[src/rtl/mem_arbiter.sv]
// Byte-wide RAM port arbiter shared by the instruction fetcher (IF) and the
// load/store unit (LS). Multi-byte accesses are issued as consecutive byte
// cycles and reads are reassembled little-endian.
module mem_arbiter #(
    parameter int ADDR_W = 32,
    parameter int DATA_W = 32
) (
    input  logic              clk,
    input  logic              rst,
    input  logic              rdy,
    input  logic              if_req,
    input  logic [ADDR_W-1:0] if_addr,
    input  logic              if_clr,
    output logic              if_done,
    output logic [DATA_W-1:0] if_data,
    input  logic              ls_req,
    input  logic              ls_wr,
    input  logic [1:0]        ls_size,
    input  logic [ADDR_W-1:0] ls_addr,
    input  logic [DATA_W-1:0] ls_wdata,
    output logic              ls_done,
    output logic [DATA_W-1:0] ls_rdata,
    input  logic [7:0]        mem_din,
    output logic [7:0]        mem_dout,
    output logic [ADDR_W-1:0] mem_a,
    output logic              mem_wr
);

    // state | meaning
    // IDLE  | arbitrate and latch the granted request
    // XFER  | one byte address per cycle, cnt = byte index
    // FLUSH | reads only: collect the last byte, which lags its address by a cycle
    typedef enum logic [1:0] {S_IDLE, S_XFER, S_FLUSH} state_t;

    state_t              state, state_nx;
    logic                own_ls, last_ls, wr, if_abort;
    logic                if_done_q, ls_done_q;
    logic [ADDR_W-1:0]   addr;
    logic [1:0]          cnt, cnt_m1, last_idx, size_last;
    logic [DATA_W-1:0]   wdata, rbuf, rbuf_full;
    logic                if_elig, ls_elig, grant_if, grant_ls, contested, last_byte;

    assign size_last = (ls_size == 2'b00) ? 2'd0 :
                       (ls_size == 2'b01) ? 2'd1 : 2'd3;
    assign cnt_m1    = cnt - 2'd1;

    // Done pulses are only visible while the block is enabled.
    assign if_done = if_done_q & rdy;
    assign ls_done = ls_done_q & rdy;

    // State register.
    always_ff @(posedge clk or negedge rst) begin
        if (!rst)
            state <= S_IDLE;
        else if (rdy)
            state <= state_nx;
    end

    // Arbitration and next-state logic.
    always_comb begin
        state_nx  = state;
        grant_ls  = 1'b0;
        grant_if  = 1'b0;
        contested = 1'b0;
        if_elig   = if_req & ~if_clr & ~if_done_q;
        ls_elig   = ls_req & ~ls_done_q;
        last_byte = (cnt == last_idx);
        case (state)
            S_IDLE: begin
                contested = if_elig & ls_elig;
                grant_ls  = ls_elig & (~if_elig | ~last_ls);
                grant_if  = if_elig & ~grant_ls;
                if (grant_ls || grant_if)
                    state_nx = S_XFER;
            end
            S_XFER: begin
                if (last_byte)
                    state_nx = wr ? S_IDLE : S_FLUSH;
            end
            S_FLUSH: state_nx = S_IDLE;
            default: state_nx = S_IDLE;
        endcase
    end

    // RAM port drive. While stalled mid-read the previous byte address is
    // re-presented so mem_din still carries the byte captured on resume.
    always_comb begin
        mem_a    = '0;
        mem_wr   = 1'b0;
        mem_dout = '0;
        case (state)
            S_XFER: begin
                if (rdy || cnt == 2'd0)
                    mem_a = addr + ADDR_W'(cnt);
                else
                    mem_a = addr + ADDR_W'(cnt_m1);
                mem_wr = wr & rdy;
                if (wr)
                    mem_dout = wdata[{cnt, 3'b000} +: 8];
            end
            S_FLUSH: mem_a = addr + ADDR_W'(last_idx);
            default: ;
        endcase
    end

    // Read word with the final byte merged in straight from the RAM.
    always_comb begin
        rbuf_full = rbuf;
        rbuf_full[{last_idx, 3'b000} +: 8] = mem_din;
    end

    // Transaction registers, byte capture and done pulses.
    always_ff @(posedge clk or negedge rst) begin
        if (!rst) begin
            own_ls    <= 1'b0;
            last_ls   <= 1'b1;
            wr        <= 1'b0;
            if_abort  <= 1'b0;
            addr      <= '0;
            cnt       <= '0;
            last_idx  <= '0;
            wdata     <= '0;
            rbuf      <= '0;
            if_data   <= '0;
            ls_rdata  <= '0;
            if_done_q <= 1'b0;
            ls_done_q <= 1'b0;
        end else if (rdy) begin
            if_done_q <= 1'b0;
            ls_done_q <= 1'b0;
            case (state)
                S_IDLE: begin
                    if (grant_if || grant_ls) begin
                        own_ls   <= grant_ls;
                        addr     <= grant_ls ? ls_addr : if_addr;
                        wr       <= grant_ls & ls_wr;
                        last_idx <= grant_ls ? size_last : 2'd3;
                        wdata    <= grant_ls ? ls_wdata : '0;
                        rbuf     <= '0;
                        cnt      <= '0;
                        if_abort <= 1'b0;
                        // Round-robin pointer only moves on a genuine conflict.
                        if (contested)
                            last_ls <= grant_ls;
                    end
                end
                S_XFER: begin
                    cnt <= cnt + 2'd1;
                    if (!wr && cnt != 2'd0)
                        rbuf[{cnt_m1, 3'b000} +: 8] <= mem_din;
                    if (!own_ls && if_clr)
                        if_abort <= 1'b1;
                    if (last_byte && wr)
                        ls_done_q <= 1'b1;
                end
                S_FLUSH: begin
                    if (own_ls) begin
                        ls_rdata  <= rbuf_full;
                        ls_done_q <= 1'b1;
                    end else if (!(if_abort || if_clr)) begin
                        if_data   <= rbuf_full;
                        if_done_q <= 1'b1;
                    end
                end
                default: ;
            endcase
        end
    end

endmodule

[config.mk]
export PLATFORM = sky130hd
export DESIGN_NAME = mem_arbiter
export DESIGN_NICKNAME = d
export VERILOG_FILES = /design/src/rtl/mem_arbiter.sv
export SDC_FILE = /design/constraint.sdc
export NUM_CORES = 1
export LEC_CHECK = 0
export ABC_AREA = 1
export BUFFER_PORTS_ARGS = -buffer_cell sky130_fd_sc_hd__buf_2
export CELL_PAD_IN_SITES_DETAIL_PLACEMENT = 1
export CELL_PAD_IN_SITES_GLOBAL_PLACEMENT = 1
export CORE_UTILIZATION = 35
export DETAILED_ROUTE_END_ITERATION = 8
export PLACE_DENSITY_LB_ADDON = 0.1
export RECOVER_POWER = 50
export SETUP_SLACK_MARGIN = 0.05
export SLEW_MARGIN = 0
export SYNTH_ARGS = -nofsm -noshare
export SYNTH_HDL_FRONTEND = slang
export SYNTH_SLANG_ARGS = --single-unit
[constraint.sdc]
create_clock -name clk -period 2.8 [get_ports clk]
set_input_delay 0.14 -clock clk [delete_from_list [all_inputs] [get_ports clk]]
set_output_delay 0.14 -clock clk [all_outputs]
set_load 0.01 [all_outputs]
# Yosys cells after proc, flatten, opt, wreduce, memory -nomap -nowiden
# Index checks and enable logic that the tools add are counted.
# word_totals
ff_bits	172
latchBits	0
mem_bits_rw	0
romBits	0
inputBits	113
out_inout_bits	107
elab_cells	109
mem_count	0
# classes
n_addsub	7
multipliers	0
n_div	0
n_lt_le_gt_ge	0
n_eq_ne	9
shifts	5
n_mux	33
bitwise_logic	19
reduce_logical	22
# ops
operator	n
32-bit two-way mux	5
32-bit case mux with 2 select lines	2
32-bit by 2-bit adder with 32-bit output	3
32-bit bitwise mux	2
8-bit by 7-bit variable shift with 32-bit output, first input constant	2
8-bit by 7-bit indexed part select with 32-bit output	2
32-bit by 6-bit indexed part select with 8-bit output	1
8-bit two-way mux	2
4-bit AND reduction	4
2-bit two-way mux	7
5-bit negation with 7-bit output	2
3-bit AND reduction	4
1-bit two-way mux	11
1-bit AND	10
2-bit != test, second input constant	5
1-bit NOT	8
2-bit case mux with 2 select lines	2
2-bit logical NOT	3
2-bit by 1-bit equality test with 1-bit output, second input constant	2
1-bit logical OR	4
1-bit case mux with 2 select lines	2
2-bit nonzero test	2
1-bit logical AND	3
2-bit by 1-bit adder with 2-bit output, second input constant	1
5 further kinds	6

# Depth between registers and ports, before layout
# Gate-level depths: netlist of the first run.
# depth
word_depth	12
mapped_depth	17

# Worst setup path after synthesis of the first run
# No wires, ideal clock.
# synth_timing
kind	register -> output
from	reg cnt[0]
to	out mem_a[16]
arrival_time_ns	2.938
required_ns	2.660
slack_ns	-0.278
stages_incl_launch_ff	14
n_path_buf	2
path_cell_list	dfrtp_1 -> clkinv_1 -> clkbuf_1 -> ha_1 -> clkbuf_1 -> a21oi_1 -> o21ai_0 -> and2_1 -> fa_1 -> nor2_1 -> nand2_1 -> nor2_1 -> nor2_1 -> nor3b_1
# synth_via
elab_chain_cells	4
# synth_rtl
item	line_no	text
start: declaration	39	logic [1:0] cnt, cnt_m1, last_idx, size_last;
start signal: assignment	148	cnt <= cnt + 2'd1;
2-bit by 1-bit subtractor with 2-bit output or 2-bit logical NOT (tied branches)	45, 93	
32-bit by 2-bit adder with 32-bit output or 1-bit logical OR (tied branches)	96, 93	
32-bit two-way mux (*)	93	if (rdy || cnt == 2'd0)
32-bit case mux with 2 select lines (*)	91	case (state)
end: declaration	25	output logic [ADDR_W-1:0] mem_a,
# Every way passes the cells marked *; elsewhere a longest branch is shown, timed or not.

# Worst setup path in the final report of the first run
# layout_timing
from	reg cnt[0]
to	out mem_a[6]
# The elaborated chain is that of the path after synthesis.

==> metrics.yaml, run 1 <==
worst_setup_path:
  crit_arrival_ns: 2.94
  crit_chain: "inv_4, ha_4, nor2_4, xor2_1, a21oi_1, ha_2, inv_2, fa_2, buf_4, buf_6, nor2_4, nand2_2, o21ai_2, nor2_1, buf_2"
  cp-endpoint: "mem_a[6]"
  crit_path_start: "cnt[0]"
  crit_type: "reg2out"
  reg2reg_depth: 8
  cp_common_cell: "nor2_4"
  startpoint_type: "register"
  rrSetupSlack_ns: 0.20
  max_stage_delay_ns: 0.42
  r2r-start: "state[1]"
  cp_slowest_cell: "fa_2"
  critical_path_required_ns: 2.66
  path_max_fanout: 4
  worst_r2r_endpoint: "addr[22]"
  cp-end-kind: "primary output"
worst_hold_path:
  min_path_type: "in2reg"
floorplan:
  die_area_um2: 26700
  rows: 58
  die_h_um: 163
  start_util: 0.359
  core_area_um2: 25400
  fp.dieW_um: 163
  ios: 220
cts:
  cts_root_buf: "clkbuf_16"
  cts_tree: "yes"
  htree_levels: 4
  cts_sinks: 172
  insertion_delay_ns: 0.45
  clkTransAtPathRegs_ns: 0.07
  clock_path_buffers: 2
  cts_buffers: 17
power:
  pwr-share-seq: 0.313
  p_comb_frac: 0.494
  p_int_mw: 7.07
  switching_share: 0.445
  power_density_nw_per_um2: 1020
  ir_worst_vdd_v: 0.000626
  finalPower_mw: 12.7
  clkPwrFrac: 0.194
  leakage_nw: 6.19
  p_switching_mw: 5.67
logic_synthesis:
  synth_nets: 1333
  yosysMostFrequentCell: "nand2_1"
  yosysUniqueCellTypes: 36
  synthArstFlopShare: 1.00
  yosysTopAreaCell: "dfrtp_1"
  synth-edff-count: 0
  ys_ff_latch: 172
  synth_area_leaders: "dfrtp_1, nand2_1, a21oi_1"
  ys.warnings.count: 0
  synthFlopType: "dfrtp_1"
  synthDominantCellAreaShare: 0.469
  synthCells: 1205
  synth_common_cells: "nand2_1, dfrtp_1, nor2_1"
  avgSynthCellArea_um2: 7.57
  synth-seq-area-share: 0.472
  synthesis.area_um2: 9120
timing:
  max_slew.worst_pin.slew_ns: 1.79
  finClkSkew_ns: 0.0211
  setup_viol: 28
  relSlewSlack: -0.192
  hold_ws_ns: -0.000829
  final-hold-violation-count: 1
  report.final.slew_viol_count: 68
  fin_crit_ns: 3.08
  worst_slack_ns: -0.283
  grt_setup_unrepaired: "yes"
  fmax_ghz: 0.324
  fin_crit_sh: 1.10
final_layout:
  register_area_um2: 4310
  nets: 1655
  multi_input_area_um2: 4380
  design_area_um2: 12500
  areaGrowthSynthToFinish_pct: 37.2
  postLayoutCoreUtil: 0.493
  num-fill-cells: 3207
  drive_above_1_share: 0.216
placement:
  port_buffers: 219
  placed_area_um2: 10600
  place_congestion: 0.850
  hpwl_um: 22700
routing:
  routed-via-count: 9371
  wl_per_cell_um: 17.9
  via_per_inst: 5.00
  drt_pre_antenna_iters: 5
  drt-total-wl_um: 33600
  drt_iter0_drc: 707
  ant_nets: 0
  route.detailed.drc: 0
global_routing:
  grt.total_usage: 0.254
  met3_usage: 0.0399
  antenna_found_initial: 3
  grt_pass1_vias: 9596
  grt_max_degree: 68
  grt_pass1_wl_um: 52100
  overflow: 0
  met1_usage: 0.344
  busiest_layer: "met2"
  met2_usage: 0.411
flow_run:
  drv_cap: 1
outcome:
  status: "finished, violations left"
  violations: "negative hold slack, max-capacitance violations, max-slew violations, negative setup slack"
## worst max-delay path, delay by kind of cell (launching register included)
family,cells,cell delay (ns)
fa+ha+maj,3,0.78
buf+inv,5,0.57
simple gates,4,0.31
xor+xnor,1,0.13
compound gates,2,0.31
flops,1,0.41
## sequential cells by signal, summed over array words and instances (netlist names)
| signal | count |
|---|---|
| if_data | 32 |
| if_done_q | 1 |
| last_idx | 2 |
| cnt | 2 |
| state | 2 |
| own_ls | 1 |
| ls_rdata | 32 |
| addr | 32 |
| if_abort | 1 |
| wdata | 32 |
| wr | 1 |
| rbuf | 32 |
| ls_done_q | 1 |
| last_ls | 1 |
## logic make-up (layout without fill, tap and decap cells)
family	after synthesis	count (layout)	synth area share
fa+ha+maj	15	15	0.0214
flops	172	172	0.472
compound gates	181	181	0.104
other cells	0	4	0
mux	32	32	0.0395
simple gates	626	626	0.280
buf+inv	171	506	0.0753
xor+xnor	8	8	0.00768
## per-stage QoR
stage          TNS [ns]  std cells  setup WS, ns
2_1_floorplan         0       1205        0.0550
3_3_place_gp          0       1726         0.129
3_5_place_dp          0       1726        0.0144
4_1_cts           -3.87       1863        -0.243
5_1_grt          -11.77       1874        -0.339
6_report          -3.16       1874        -0.283
## what timing repair did
item / 4_1_cts / 5_1_grt
pin swaps: 32 / 30
gates resized for setup: 64 / 24
gates cloned: 1 / 0
hold buffers: 90 / 0
endpoints found under the setup margin: 31 / 30
endpoints found under the hold margin: 132 / 0
buffers inserted: 15 / 7
## how the worst min path moves through the flow
| stage | startpoint | to | slack, ns | depth (start not counted) |
|---|---|---|---|---|
| finish | if_addr[6] | addr[6] | -0.0008 | 3 |
| global route | if_addr[5] | addr[5] | 0.02 | 3 |
| CTS | if_addr[6] | addr[6] | 0.0008 | 3 |
| detailed placement | rst | if_data[28] | 0.21 | 1 |
| global placement | rst | if_data[28] | 0.21 | 1 |
| floorplan | rst | addr[0] | -0.16 | 0 |
## metal layers
metal / routed length, um / share of wire / vias up
li1: - / - / 4490
met1: 15200 / 0.45 / 4550
met2: 16200 / 0.48 / 283
met3: 1480 / 0.044 / 48
met4: 751 / 0.022 / 0
met5: 0 / 0 / -
## layout make-up
cell class / count / share of cell area
Antenna cell: 4 / 0.000800
Clock inverter: 14 / 0.0138
Inverter: 120 / 0.0371
Sequential cell: 172 / 0.344
Tap cell: 330 / 0.0330
Multi-Input combinational cell: 862 / 0.350
Timing Repair Buffer: 354 / 0.186
Clock buffer: 18 / 0.0351
## cells in the final DEF (no fill, tap or decap), drive strengths merged, types with 2 or more instances in the layout
cell type / count
o21ai: 56
xnor2: 4
diode: 4
clkinv: 10
ha: 14
nand2: 390
nand3b: 3
nor3: 12
dfrtp: 171
dlygate4sd3: 90
mux2: 32
clkbuf: 88
o22ai: 25
nor2: 135
nand3: 66
nand4: 16
buf: 193
inv: 123
xor2: 4
a21oi: 98
and2: 2
## power by group through the flow
| stage | sequential [mW] | combinational [mW] | clock (mW) |
|---|---|---|---|
| 6_report | 3.98 | 6.29 | 2.46 |
| 5_1_grt | 4.08 | 6.91 | 2.62 |
| 4_1_cts | 3.96 | 6.02 | 2.52 |
| 3_5_place_dp | 3.99 | 5.14 | 0 |
| 3_3_place_gp | 3.96 | 5.01 | 0 |
| 2_1_floorplan | 3.89 | 3.18 | 0 |
Power figures use the tool's default switching activity.
==> run 2: changes to the inputs <==
CTS_CLUSTER_DIAMETER = 40   (was unset)
clock period = 2.6 ns   (was 2.8 ns; I/O delays follow)
==> run 2 against run 1 <==
  * Worst setup slack got worse by 0.15 ns
  * Sequential power rose by 8.0%
  * Largest power group unchanged
  * Largest cell class unchanged
  * The run ends with negative setup slack left
  * Clock power rose by 8.9%
  * Hold slack improved by 0.014 ns
  * Sequential share of layout area rose by 0.079 points
  * Clock-buffer cell count fell by 1
  * Cell area fell by 0.23%
  * Critical path depth did not move
  * Register-to-register slack improved by 0.04 ns
  * Final cell count barely moved
  * Critical path type unchanged
==> metrics.yaml, run 2 (synthesized netlist as in run 1, its figures left out) <==
worst_setup_path:
  startpoint_type: "register"
  crit_type: "reg2out"
  path_max_fanout: 4  # unchanged
  reg2reg_depth: 8  # unchanged
  cp-endpoint: "mem_a[6]"
  r2r-start: "state[1]"
  rrSetupSlack_ns: 0.24  # +0.04 ns
  crit_path_start: "cnt[0]"
  crit_arrival_ns: 2.91  # -0.03 ns
  worst_r2r_endpoint: "addr[9]"
  critical_path_required_ns: 2.47  # -0.19 ns
  cp-end-kind: "primary output"
final_layout:
  nets: 1656  # +0.060%
  final_cell_mix: "nand2_1, buf_2, dfrtp_1"
  register_area_um2: 4310  # unchanged
  areaGrowthSynthToFinish_pct: 36.9
  drive_above_1_share: 0.226  # +0.0102
  multi_input_area_um2: 4330  # -1.2%
  num-fill-cells: 3237  # +0.94%
  postLayoutCoreUtil: 0.492  # -0.00113
  final_common_cell: "nand2_1"
timing:
  worst_slack_ns: -0.435  # -0.152 ns
  fin_crit_sh: 1.17
  report.final.slew_viol_count: 0  # -100%
  hold_ws_ns: 0.0136  # +0.0144 ns
  final-hold-violation-count: 0  # -1
  fmax_ghz: 0.329
  max_slew.worst_pin.slew_ns: 1.21  # -0.574 ns
  setup_viol: 30  # +7.1%
  finClkSkew_ns: 0.0180  # -0.00309 ns
  grt_setup_unrepaired: "yes"
  fin_crit_ns: 3.04
  relSlewSlack: 0.191  # +0.383
cts:
  clock_path_buffers: 2  # unchanged
  cts_tree: "yes"
  htree_levels: 4  # unchanged
  cts_root_buf: "clkbuf_16"
  insertion_delay_ns: 0.44  # about the same
  cts_buffers: 17  # unchanged
  clkTransAtPathRegs_ns: 0.08  # about the same
  cts_sinks: 172  # unchanged
floorplan:
  core_area_um2: 25400  # unchanged
  die_h_um: 163  # unchanged
  start_util: 0.359  # unchanged
  rows: 58  # unchanged
  die_area_um2: 26700  # unchanged
  ios: 220  # unchanged
  fp.dieW_um: 163  # unchanged
power:
  p_int_mw: 7.42  # +5.0%
  power_density_nw_per_um2: 1080  # +6.1%
  pwr-share-seq: 0.319  # +0.006
  leakage_nw: 6.26  # +1.0%
  switching_share: 0.450  # +0.00477
  ir_worst_vdd_v: 0.000743  # +19%
  clkPwrFrac: 0.199  # +0.005
  p_switching_mw: 6.06  # +7.0%
  finalPower_mw: 13.5  # +5.9%
  p_comb_frac: 0.483  # -0.011
global_routing:
  met3_usage: 0.0386  # -0.00127
  met1_usage: 0.343  # -0.000800
  antenna_found_initial: 2  # -1
  met2_usage: 0.413  # +0.00173
  grt.total_usage: 0.252  # -0.00195
  grt_pass1_vias: 9873  # +2.9%
  busiest_layer: "met2"
  overflow: 0  # unchanged
  grt_max_degree: 57  # -16%
  grt_pass1_wl_um: 52300  # +0.40%
placement:
  pre_cts_ws_ns: -0.0395  # -0.0539 ns
  place_congestion: 0.872  # +2.6%
  port_buffers: 219  # unchanged
  hpwl_um: 22600  # -0.71%
routing:
  drt-total-wl_um: 32800  # -2.4%
  drt_iter0_drc: 496  # -30%
  via_per_inst: 5.03  # +0.60%
  wl_per_cell_um: 17.5  # -2.4%
  route.detailed.drc: 0  # unchanged
  ant_nets: 0  # unchanged
  routed-via-count: 9422  # +0.54%
  drt_pre_antenna_iters: 5  # unchanged
outcome:
  status: "finished, violations left"
  violations: "negative setup slack"
worst_hold_path:
  min_path_type: "in2reg"
flow_run:
  drv_cap: 0  # -1
## run 2: cell count changes in the layout (fill, tap and decap cells not counted), sizes merged, moves of 2 or more
| cell | previous run | this run |
|---|---|---|
| diode | 4 | 2 |
| clkbuf | 88 | 59 |
| dlygate4sd3 | 90 | 93 |
| buf | 193 | 220 |
| clkinv | 10 | 13 |
## run 2: critical path: stages, from the launching register on
cell and delay [ns]:
dfrtp_1 0.40, clkinv_2 0.09, ha_4 0.15, nor2_4 0.04, xor2_1 0.15, a21oi_1 0.18, ha_2 0.23, inv_2 0.04
fa_2 0.41, buf_4 0.17, buf_6 0.11, nor2_4 0.11, nand2_2 0.08, o21ai_2 0.12, nor2_1 0.07, buf_2 0.14
## run 2: layout make-up
type / instances / area share
clock inverters: 15 / 0.0167
diodes: 2 / 0.000401
inverters: 120 / 0.0365
repair buffers: 355 / 0.187
flip-flops and latches: 172 / 0.345
clock buffers: 17 / 0.0341
well taps: 330 / 0.0331
multi-input cells: 862 / 0.347
## run 2: layer usage
layer | part of all wire | wire (um)
met5 | 0 | 0
met4 | 0.017 | 573
met3 | 0.039 | 1260
met2 | 0.48 | 15800
met1 | 0.46 | 15100
## run 2: power groups by stage
stage                     clock (mW)  combinational, mW  sequential (mW)
after global routing            2.85               7.24             4.40
after global placement             0               5.57             4.29
after CTS                       2.77               6.43             4.27
after floorplan                    0               3.56             4.19
final                           2.68               6.51             4.30
after detailed placement           0               5.72             4.32
## run 2: worst min-delay path by stage
| stage | startpoint | end | depth (start not counted) |
|---|---|---|---|
| floorplan | rst | addr[0] | 0 |
| global placement | rst | if_data[5] | 1 |
| detailed placement | rst | if_data[5] | 1 |
| CTS | if_addr[10] | addr[10] | 3 |
| global route | if_addr[21] | addr[21] | 3 |
| finish | if_addr[8] | addr[8] | 3 |
## run 2: per-stage QoR
step | cells | TNS (ns) | instance area (um2)
6_report | 1873 | -10.03 | 12500
4_1_cts | 1869 | -10.08 | 12500
3_3_place_gp | 1729 | 0 | 10700
3_5_place_dp | 1729 | -0.111 | 10700
5_1_grt | 1873 | -14.91 | 12500
2_1_floorplan | 1205 | 0 | 9210
## run 2: what timing repair did
item,CTS,global route
pin swaps,21,18
hold buffers,93,0
buffers inserted,15,2
gates resized for setup,28,15
hold endpoints to repair,119,0
endpoints found under the setup margin,31,46
